## config.mk

```make
export PLATFORM = sky130hd
export DESIGN_NAME = fir_sample_feeder
export DESIGN_NICKNAME = d
export VERILOG_FILES = /design/src/rtl/fir_sample_feeder.sv
export SDC_FILE = /design/constraint.sdc
export NUM_CORES = 1
export LEC_CHECK = 0
export CORE_ASPECT_RATIO = 1.4
export CORE_MARGIN = 4
export CORE_UTILIZATION = 46
export CTS_CLUSTER_SIZE = 12
export DETAILED_ROUTE_END_ITERATION = 7
export GPL_TIMING_DRIVEN = 0
export MAX_ROUTING_LAYER = met4
export PLACE_DENSITY = 0.86
export SLEW_MARGIN = 15
export SYNTH_ARGS = -nofsm -noshare
export SYNTH_HDL_FRONTEND = slang
export SYNTH_SLANG_ARGS = --single-unit
```

## constraint.sdc

```tcl
create_clock -name clk -period 1.9 [get_ports clk]
set_input_delay 0.19 -clock clk [delete_from_list [all_inputs] [get_ports clk]]
set_output_delay 0.19 -clock clk [all_outputs]
set_load 0.02 [all_outputs]
```

## src/rtl/fir_sample_feeder.sv

```systemverilog
// fir_sample_feeder
//   Streaming front-end and result collector for fir_filter. Samples enter
//   over a valid/ready handshake and are shifted into a TAPS-deep delay line
//   (input_buffer, index 0 = newest). Once the line is full, every accepted
//   sample launches one filter run: start_fir pulses for a cycle, the block
//   waits for fir_done, then presents fir_output on a valid/ready output.
//   A watchdog aborts runs that never complete and sets a sticky timeout_err.
//
// Ports
//   clk, reset            : clock, synchronous active-high reset
//   in_sample/valid/ready : sample input handshake
//   flush                 : clear line, fill count and timeout_err (IDLE only)
//   input_buffer          : delay line driving the filter
//   start_fir             : one-cycle run start pulse
//   fir_output, fir_done  : filter result and its one-cycle strobe
//   out_sample/valid/ready: result output handshake
//   timeout_err           : sticky watchdog abort flag
//   fill_count            : valid entries in the line, saturating at TAPS
module fir_sample_feeder #(
  parameter int DATA_WIDTH = 12,
  parameter int TAPS       = 16,
  parameter int TIMEOUT    = 64
) (
  input  logic                                 clk,
  input  logic                                 reset,
  input  logic signed [DATA_WIDTH-1:0]         in_sample,
  input  logic                                 in_valid,
  output logic                                 in_ready,
  input  logic                                 flush,
  output logic [0:TAPS-1][DATA_WIDTH-1:0]      input_buffer,
  output logic                                 start_fir,
  input  logic signed [DATA_WIDTH-1:0]         fir_output,
  input  logic                                 fir_done,
  output logic signed [DATA_WIDTH-1:0]         out_sample,
  output logic                                 out_valid,
  input  logic                                 out_ready,
  output logic                                 timeout_err,
  output logic [$clog2(TAPS):0]                fill_count
);

  localparam int CW  = $clog2(TAPS) + 1;
  localparam int WDW = $clog2(TIMEOUT) + 1;

  typedef enum logic [1:0] {
    S_IDLE,
    S_START,
    S_WAIT
  } state_t;

  state_t         state, state_nxt;
  logic [WDW-1:0] wd;
  logic [CW-1:0]  fill_inc;
  logic           do_accept, do_flush, do_capture, do_abort;

  // Handshake outputs depend only on registered state (plus reset), so there
  // is no combinational path from in_valid/out_ready back to in_ready.
  assign in_ready  = (state == S_IDLE) && !out_valid && !reset;
  assign start_fir = (state == S_START);
  assign fill_inc  = (fill_count == CW'(TAPS)) ? CW'(TAPS) : fill_count + CW'(1);

  always_ff @(posedge clk) begin
    if (reset) state <= S_IDLE;
    else       state <= state_nxt;
  end

  always_comb begin
    state_nxt  = state;
    do_accept  = 1'b0;
    do_flush   = 1'b0;
    do_capture = 1'b0;
    do_abort   = 1'b0;
    case (state)
      S_IDLE: begin
        // flush wins over a same-cycle sample
        if (flush) begin
          do_flush = 1'b1;
        end else if (in_valid && in_ready) begin
          do_accept = 1'b1;
          // a run fires only once the line holds TAPS real samples
          if (fill_inc == CW'(TAPS)) state_nxt = S_START;
        end
      end
      S_START: state_nxt = S_WAIT;
      S_WAIT: begin
        if (fir_done) begin
          do_capture = 1'b1;
          state_nxt  = S_IDLE;
        end else if (wd == WDW'(TIMEOUT - 1)) begin
          do_abort  = 1'b1;
          state_nxt = S_IDLE;
        end
      end
      default: state_nxt = S_IDLE;
    endcase
  end

  always_ff @(posedge clk) begin
    if (reset) begin
      input_buffer <= '0;
      fill_count   <= '0;
      out_sample   <= '0;
      out_valid    <= 1'b0;
      timeout_err  <= 1'b0;
      wd           <= '0;
    end else begin
      if (do_flush) begin
        input_buffer <= '0;
        fill_count   <= '0;
        timeout_err  <= 1'b0;
      end else if (do_accept) begin
        input_buffer[0] <= in_sample;
        for (int i = 1; i < TAPS; i++) input_buffer[i] <= input_buffer[i-1];
        fill_count <= fill_inc;
      end

      if (state == S_START)                wd <= '0;
      else if (state == S_WAIT && !fir_done) wd <= wd + WDW'(1);

      if (do_abort) timeout_err <= 1'b1;

      // capture only happens in WAIT, where out_valid is already low
      if (do_capture) begin
        out_sample <= fir_output;
        out_valid  <= 1'b1;
      end else if (out_ready) begin
        out_valid <= 1'b0;
      end
    end
  end

endmodule

```

Word-level counts from Yosys, hierarchy flattened:

Index checks and enable logic that the tools add are counted.

* bits in registers: 220
* input bits: 30
* output and inout port bits: 213
* logic and storage cells: 67

* $add $sub $neg: 2
* equality and inequality tests: 9
* muxes and demuxes: 21
* reduce and logical (&&, ||, !) cells: 13

Operator list (number)
* $mux 1: 14
* $eq 5x5->1 const B: 2
* $mux 2: 5
* $add 7x1->7 const B: 1
* $eq 7x6->1 const B: 1
* $pmux 2 s3: 1
* $add 5x1->5 const B: 1
* $mux 5: 1
* $logic_and 1x1->1: 4
* $ne 2x1->1 const B: 2
* $reduce_and 4->1: 1
* $reduce_bool 2->1: 2
* $reduce_or 2->1: 2
* $logic_not 1->1: 3
* $ne 3x3->1 const B: 1
* $eq 2x1->1 const B: 1
* $eq 2x2->1 const B: 1
* $logic_not 2->1: 1
* $ne 2x2->1 const B: 1

Logic depth before layout (Yosys ltp):

Gate-level depths: netlist of the first run.

* depth in word-level cells: 7
* depth in mapped cells: 7
* depth with buffers taken out: 6

Least setup slack after synthesis of the first run:

No wires, ideal clock.

* path kind: register to register
* start: register out_valid
* end: register input_buffer[100] (netlist bit)
* setup time: 0.070 ns
* data arrival time: 1.431 ns
* data required time: 1.830 ns
* setup slack: 0.399 ns
* cell stages (with the launch flop): 8
* path buffers: 3
* clock period less this slack: 1.501 ns
* cells stage by stage: dfxtp_1 > nor3_2 > and2_1 > buf_2 > buf_4 > buf_2 > nand2_1 > a21oi_1

* word-level cells in the longest chain between the ends: 7

Ends and longest elaborated chain
* start, declared: RTL line 35 `output logic out_valid,`
* start signal, assigned: RTL line 102 `out_valid <= 1'b0;`
* start signal, assigned: RTL line 124 `out_valid <= 1'b1;`
* start signal, assigned: RTL line 126 `out_valid <= 1'b0;`
* $logic_not 1->1: RTL line 57 `assign in_ready = (state == S_IDLE) && !out_valid && !reset;`
* $logic_and 1x1->1 (2 in series): RTL line 57
* $logic_and 1x1->1: RTL line 77 `end else if (in_valid && in_ready) begin`
* $mux 1: RTL line 77
* $mux 1: RTL line 75 `if (flush) begin`
* $mux 1: RTL line 72 `case (state)`
* end, declared: RTL line 30 `output logic [0:TAPS-1][DATA_WIDTH-1:0] input_buffer,`

No other way between the ends.
A chain may end at the register's enable or synchronous reset.

Final worst setup path of the first run:

* start: register state[0]
* end: output start_fir

* word-level cells in the longest chain between the ends: 1

Ends and longest elaborated chain
* start, declared: RTL line 50 `state_t state, state_nxt;`
* start signal, assigned: RTL line 63 `else state <= state_nxt;`
* $eq 2x1->1: RTL line 58 `assign start_fir = (state == S_START);`
* end, declared: RTL line 31 `output logic start_fir,`

No other way between the ends.

==> reports/summary.txt, run 1 <==
Hold WS: 0.2441 ns
Post-synth top area share: 56.78%
Synthesized area: 7756 um2
Synth Area in Compound Gates: 14.29%
Clk_skew: 0.007334 ns
RSZ-0062 raised after global routing: no
Count leader, synth: nand2_1
Setup crit end kind: primary output
Netlist cell types: 37
Number of synthesized flops with an enable pin: 0
Layout area overhead: 43.09%
Layout cells sized above 1: 7.051%
GRT overflow: 0
Nets@finish: 1,278
Syn nets: 1,012
IO Pins: 243
Clock sinks: 220
Yosys reg bits: 220
Max FO, Critical Path: 7
Post-synth top area cell: dfxtp_1
Synth Flop Type: dfxtp_1
Fin crit period: 1.812 ns
GP Congestion: 0.8517
VDD IR max: 597.9 uV
Main combinational cell family by area after synthesis: simple AND/OR/NAND/NOR gates
Num rows: 55
CTS tree: done
Final setup violation count: 0
Adder-cell share of the synthesized area: 0.4839%
LEAKAGE: 3.636 nW
Iteration-0 DRC Markers: 501
DR WL/cell: 15.69 um
Crit Reg-Reg Endpoint: input_buffer[4]
Mux share of post-synthesis cell area: 0.1291%
Fill cells: 1,309
Required time of the critical path: 1.71 ns
Buffers on Ports: 242
Final Cell Area: 11,100 um2
First-pass GRT wire length: 36,650 um
Area after DPL: 10,430 um2
Synth async-reset ratio: 0%
Status: finished, final reports clean
Die Span Y: 161.6 um
Fin crit share: 95.39%
Initial core utilization: 47.36%
Area of the multi-input gates: 3038 um2
H-tree depth: 1
DRT Pass-1 Iters: 5
CTS clk-pin slew, worst paths: 0.06 ns
Max-slew violations: 0
Synth warnings: 0
Largest net degree at the start of global routing: 13
Slew HR: 63.91%
Core box area: 16,380 um2
Reg2reg setup slack: 0.18 ns
Worst-Skew Late Latency: 0.49 ns
Hold Buf Count CTS: 0
DP HPWL: 16,870 um
Routed Antenna Nets: 0
Vias: 7,472
Arrival @ worst endpoint: 1.62 ns
Sequential Area: 4405 um2
Vias/cell: 5.164
Die ar.: 19,030 um2
Post-Synth XOR/XNOR Area: 0.7905%
Critical Path Source Type: flop
Initial antenna violation count: 0
Max Cap Violations: 0
R2r startpoint: state[1]
Simple-Gate Fraction of Synth Area: 23.39%
Top post-synthesis cells by area: dfxtp_1 (57%), nand2_1 (20%), a21oi_1 (13%), buf_2 (2.0%), clkbuf_1 (1.4%)
Slew @ Worst Pin: 0.5413 ns
Worst hold path type: in -> reg
Clock buffer depth: 3
Antenna Cells: 0
Synth Area per Inst: 7.923 um2
DR DRC count: 0
Final Hold Viols: 0
Most used routing layer: met2
Die extent in x: 117.7 um
GRT met2 Usage: 42.69%
Crit path launch: state[0]
CP Class: reg -> out
Most frequent cells after synthesis: nand2_1 (420), dfxtp_1 (220), a21oi_1 (208)
PwrDens: 803.1 nW/um2
FMAX: 551.8 MHz
Final Power: 8.913 mW
M3 GR Usage: 4.483%
Root Buffer: clkbuf_16
Vias in the first global route: 7,373
Gr usage total: 23.86%
Setup Buffers After CTS: 0
Crit path to: start_fir
Sequential-to-total area share from yosys stat: 56.78%
Num CTS Buffers: 22
Worst-case reg-to-reg path depth: 6
Syn Inst Count: 979
Drt total wl: 22,710 um
Met1 Use GR: 26.01%
Min-Delay Startpoint: fir_output[7]
Hold path depth: 3
==> metrics by stage <==
stage          std cells  setup WS [ns]  utilization [%]  TNS (ns)
2_1_floorplan        979         0.3989                -         0
3_3_place_gp        1420        -0.2480            63.67    -27.62
3_5_place_dp        1420        -0.2676            63.67    -30.32
4_1_cts             1447        0.03874            67.49         0
5_1_grt             1447       0.002724            67.76         0
6_report            1447        0.08759            67.76         0
==> cell families after synthesis <==
family / count (synthesis)
AND/OR/NAND/NOR: 458
flip-flops: 220
AO/OA/AOI/OAI: 217
buffers and inverters: 73
XOR/XNOR: 7
adder cells (fa/ha/maj): 3
multiplexers: 1
==> where the power goes <==
part	switching (mW)	internal, mW
clock network	1.64	2.32
logic	0.215	0.113
registers	0.00628	4.62
==> area by class of cell <==
type                            instances  share of cell area, %
Sequential cell                       220                  39.70
Multi-Input combinational cell        686                  27.37
Timing Repair Buffer                  242                  21.83
Clock buffer                           26                  5.378
Buffer                                 69                  3.078
Tap cell                              199                  2.244
Clock inverter                          1                 0.2706
Inverter                                4                 0.1353
==> per-layer routing <==
| layer | part of all wire, % | vias up |
|---|---|---|
| li1 | - | 3700 |
| met1 | 39 | 3436 |
| met2 | 51 | 265 |
| met3 | 5.7 | 71 |
| met4 | 4.1 | 0 |
| met5 | 0 | - |
==> critical path: stages (launching register included) <==
cell           delay [ns]
dfxtp_2              0.43
or2b_1               0.28
inv_1                0.09
dlygate4sd2_1        0.33
==> repair_timing <==
action / CTS / global route
cloned: 0 / 0
endpoints found under the hold margin: 0 / 0
endpoints found under the setup margin: 2 / 140
gates resized for setup: 3 / 47
==> worst min-delay path by stage <==
stage                              endpoint  slack (ns)
after floorplan           input_buffer[180]        0.33
after global routing          out_sample[8]        0.24
final                         out_sample[7]        0.24
after detailed placement      out_sample[6]        0.45
after global placement          timeout_err        0.44
after CTS                     out_sample[7]        0.23
==> registers in the layout, summed over array words and instances, names as in the netlist <==
name,count
state,2
fill_count,5
out_valid,1
out_sample,12
wd,7
input_buffer,192
timeout_err,1
==> layout by cell type, fill, tap and decap left out, drive strengths merged, types with 3 or more instances in the layout <==
master,n
nand4,3
dfxtp,220
nand3,5
ha,3
clkbuf,64
nand2,420
nor3b,3
xor2,6
clkdlybuf4s50,239
inv,4
buf,31
nor2,11
a21oi,208
nor3,3
(Power assumes the default switching activity.)
==> run 2: changes to the inputs <==
CORE_ASPECT_RATIO = 0.75   (was 1.4)
CTS_CLUSTER_SIZE = 20   (was 12)
GPL_TIMING_DRIVEN = unset   (was 0)
==> run 2 against run 1 <==
Worst setup slack worse by 0.032 ns. Critical endpoint is now fill_count[3]. Largest cell class unchanged. Count of clock-buffer cells in the layout is 8 higher. Flip-flop and latch count stayed put. First-iteration DRC count is 17% higher. Combinational power is 14% higher. Routed wire length is 0.52% higher. Global-route usage is 0.20 points lower. Die area hardly changed. Core utilization is 1.7 points higher. Fmax is 1.7% lower. Non-clock buffer count is 29 lower.
==> reports/summary.txt, run 2 (synthesis gave the netlist of run 1 again) <==
Layout area overhead: 45.73%
Die ar.: 19,020 um2
First-pass GRT wire length: 36,260 um
Comb pwr share: 4.1%
Worst-Skew Late Latency: 0.50 ns
Clk_skew: 0.02132 ns
Highest-count cells in the layout ignoring fill and taps: nand2_1 (419), clkdlybuf4s50_1 (240), dfxtp_1 (219), a21oi_1 (208), buf_4 (25)
Drt total wl: 22,830 um
CP Cell Sequence: clkdlybuf4s50_1
Buffers on Ports: 242
Slew @ Worst Pin: 0.5266 ns
Antenna Cells: 0
Slowest cell on crit path: clkdlybuf4s50_1
Share of power burned in registers: 51.2%
Die extent in x: 157.9 um
PwrDens: 798.6 nW/um2
Root Buffer: clkbuf_16
Gr usage total: 23.65%
Max FO, Critical Path: 9
DRT Pass-1 Iters: 5
Vias: 7,517
Nets@finish: 1,248
RSZ-0062 raised after global routing: no
Die Span Y: 120.5 um
Max Cap Violations: 0
Largest net degree at the start of global routing: 61
GP Congestion: 0.8775
GRT overflow: 0
Max-slew violations: 0
Final setup violation count: 0
CP Class: reg -> out
Critical Path Source Type: flop
Cell family with the largest share of critical-path delay: buffers and inverters
DR DRC count: 0
Crit Reg-Reg Endpoint: input_buffer[98]
CP peak stage delay: 0.67 ns
Arrival @ worst endpoint: 1.65 ns
Worst-case reg-to-reg path depth: 6
Net Sw Frac: 21.13%
Required time of the critical path: 1.71 ns
CP Depth: 1
Num CTS Buffers: 21
Dpl ws: -0.04048 ns
Routed Antenna Nets: 0
Clock buffer depth: 3
Crit path launch: fill_count[3]
Vias/cell: 5.227
R2r startpoint: state[1]
Fin crit share: 97.08%
CTS tree: done
Core box area: 16,270 um2
Bufs and invs on worst path: 1
Hold Buf Count CTS: 0
Status: finished, final reports clean
Crit path to: fill_count[3]
Iteration-0 DRC Markers: 584
Max FFs per register: 192
Clock sinks: 220
VDD IR max: 580.3 uV
CTS clk-pin slew, worst paths: 0.07 ns
FMAX: 542.1 MHz
Initial antenna violation count: 0
Fin crit period: 1.845 ns
Num rows: 40
DP HPWL: 16,330 um
Vias in the first global route: 6,971
Top flop regs: input_buffer x192, out_sample x12, wd x7
Layout Utilization: 69.49%
LEAKAGE: 3.654 nW
Fill cells: 1,227
H-tree depth: 1
Layout cells sized above 1: 6.433%
Clock group share of total power: 44.7%
Reg2reg setup slack: 0.16 ns
DR WL/cell: 15.87 um
Largest Register: input_buffer
IO Pins: 243
Slew HR: 64.79%
Initial core utilization: 47.68%
Setup crit end kind: primary output
Worst hold path type: in -> reg
Commonest non-fill, non-tap cell in the layout: nand2_1
NetSw: 1.907 mW
Final Hold Viols: 0
Final worst-path setup slack: 0.05543 ns
P_int: 7.119 mW
==> run 2: per-layer routing <==
| metal | GRT usage, % | vias to the layer above | share of wire [%] |
|---|---|---|---|
| met5 | - | - | 0 |
| met4 | 5.487 | 0 | 1.9 |
| met3 | 5.045 | 35 | 8.4 |
| met2 | 37.35 | 322 | 47 |
| met1 | 31.43 | 3513 | 43 |
| li1 | - | 3647 | - |
==> run 2: timing repair <==
action / 4_1_cts / 5_1_grt
resized for setup: 3 / 0
setup buffers: 0 / 0
setup endpoints to repair: 2 / 0
endpoints found under the hold margin: 0 / 0
==> run 2: final cells by class <==
type / instances / area [um2] / area share, %
flip-flops and latches: 220 / 4405 / 38.98
multi-input cells: 686 / 3044 / 26.93
repair buffers: 282 / 2908 / 25.73
clock buffers: 34 / 654.4 / 5.789
well taps: 210 / 262.8 / 2.325
inverters: 4 / 15.01 / 0.1328
clock inverters: 2 / 13.76 / 0.1218
==> run 2: power by group through the flow <==
stage	registers (mW)	logic, mW	clock network [mW]
finish	4.62	0.374	4.03
global route	4.62	0.402	4.34
CTS	4.62	0.373	4.10
detailed placement	4.73	0.371	0
global placement	4.72	0.370	0
floorplan	4.73	0.172	0
==> run 2: how the worst min path moves through the flow <==
stage,startpoint,to,slack [ns],cells after the start
6_report,in_sample[9],input_buffer[189],0.25,3
5_1_grt,fir_output[3],out_sample[3],0.25,3
4_1_cts,in_sample[5],input_buffer[185],0.24,3
2_1_floorplan,in_sample[0],input_buffer[180],0.33,2
3_5_place_dp,out_sample[9],out_sample[9],0.45,2
3_3_place_gp,out_sample[5],out_sample[5],0.44,2
==> run 2: per-stage QoR <==
step	std cells	TNS, ns	hold slack (ns)	cell area (um2)	total power, mW
floorplan	979	0	0.3260	7756	4.903
global placement	1402	0	0.4425	10640	5.095
detailed placement	1402	-0.2149	0.4474	10640	5.096
CTS	1438	0	0.2355	11300	9.092
global route	1438	0	0.2478	11300	9.357
finish	1438	0	0.2533	11300	9.027
==> run 2: worst min-delay path, cell delays in order <==
cell and delay [ns]:
clkdlybuf4s50_1 0.39, nand2_1 0.05, a21oi_1 0.05
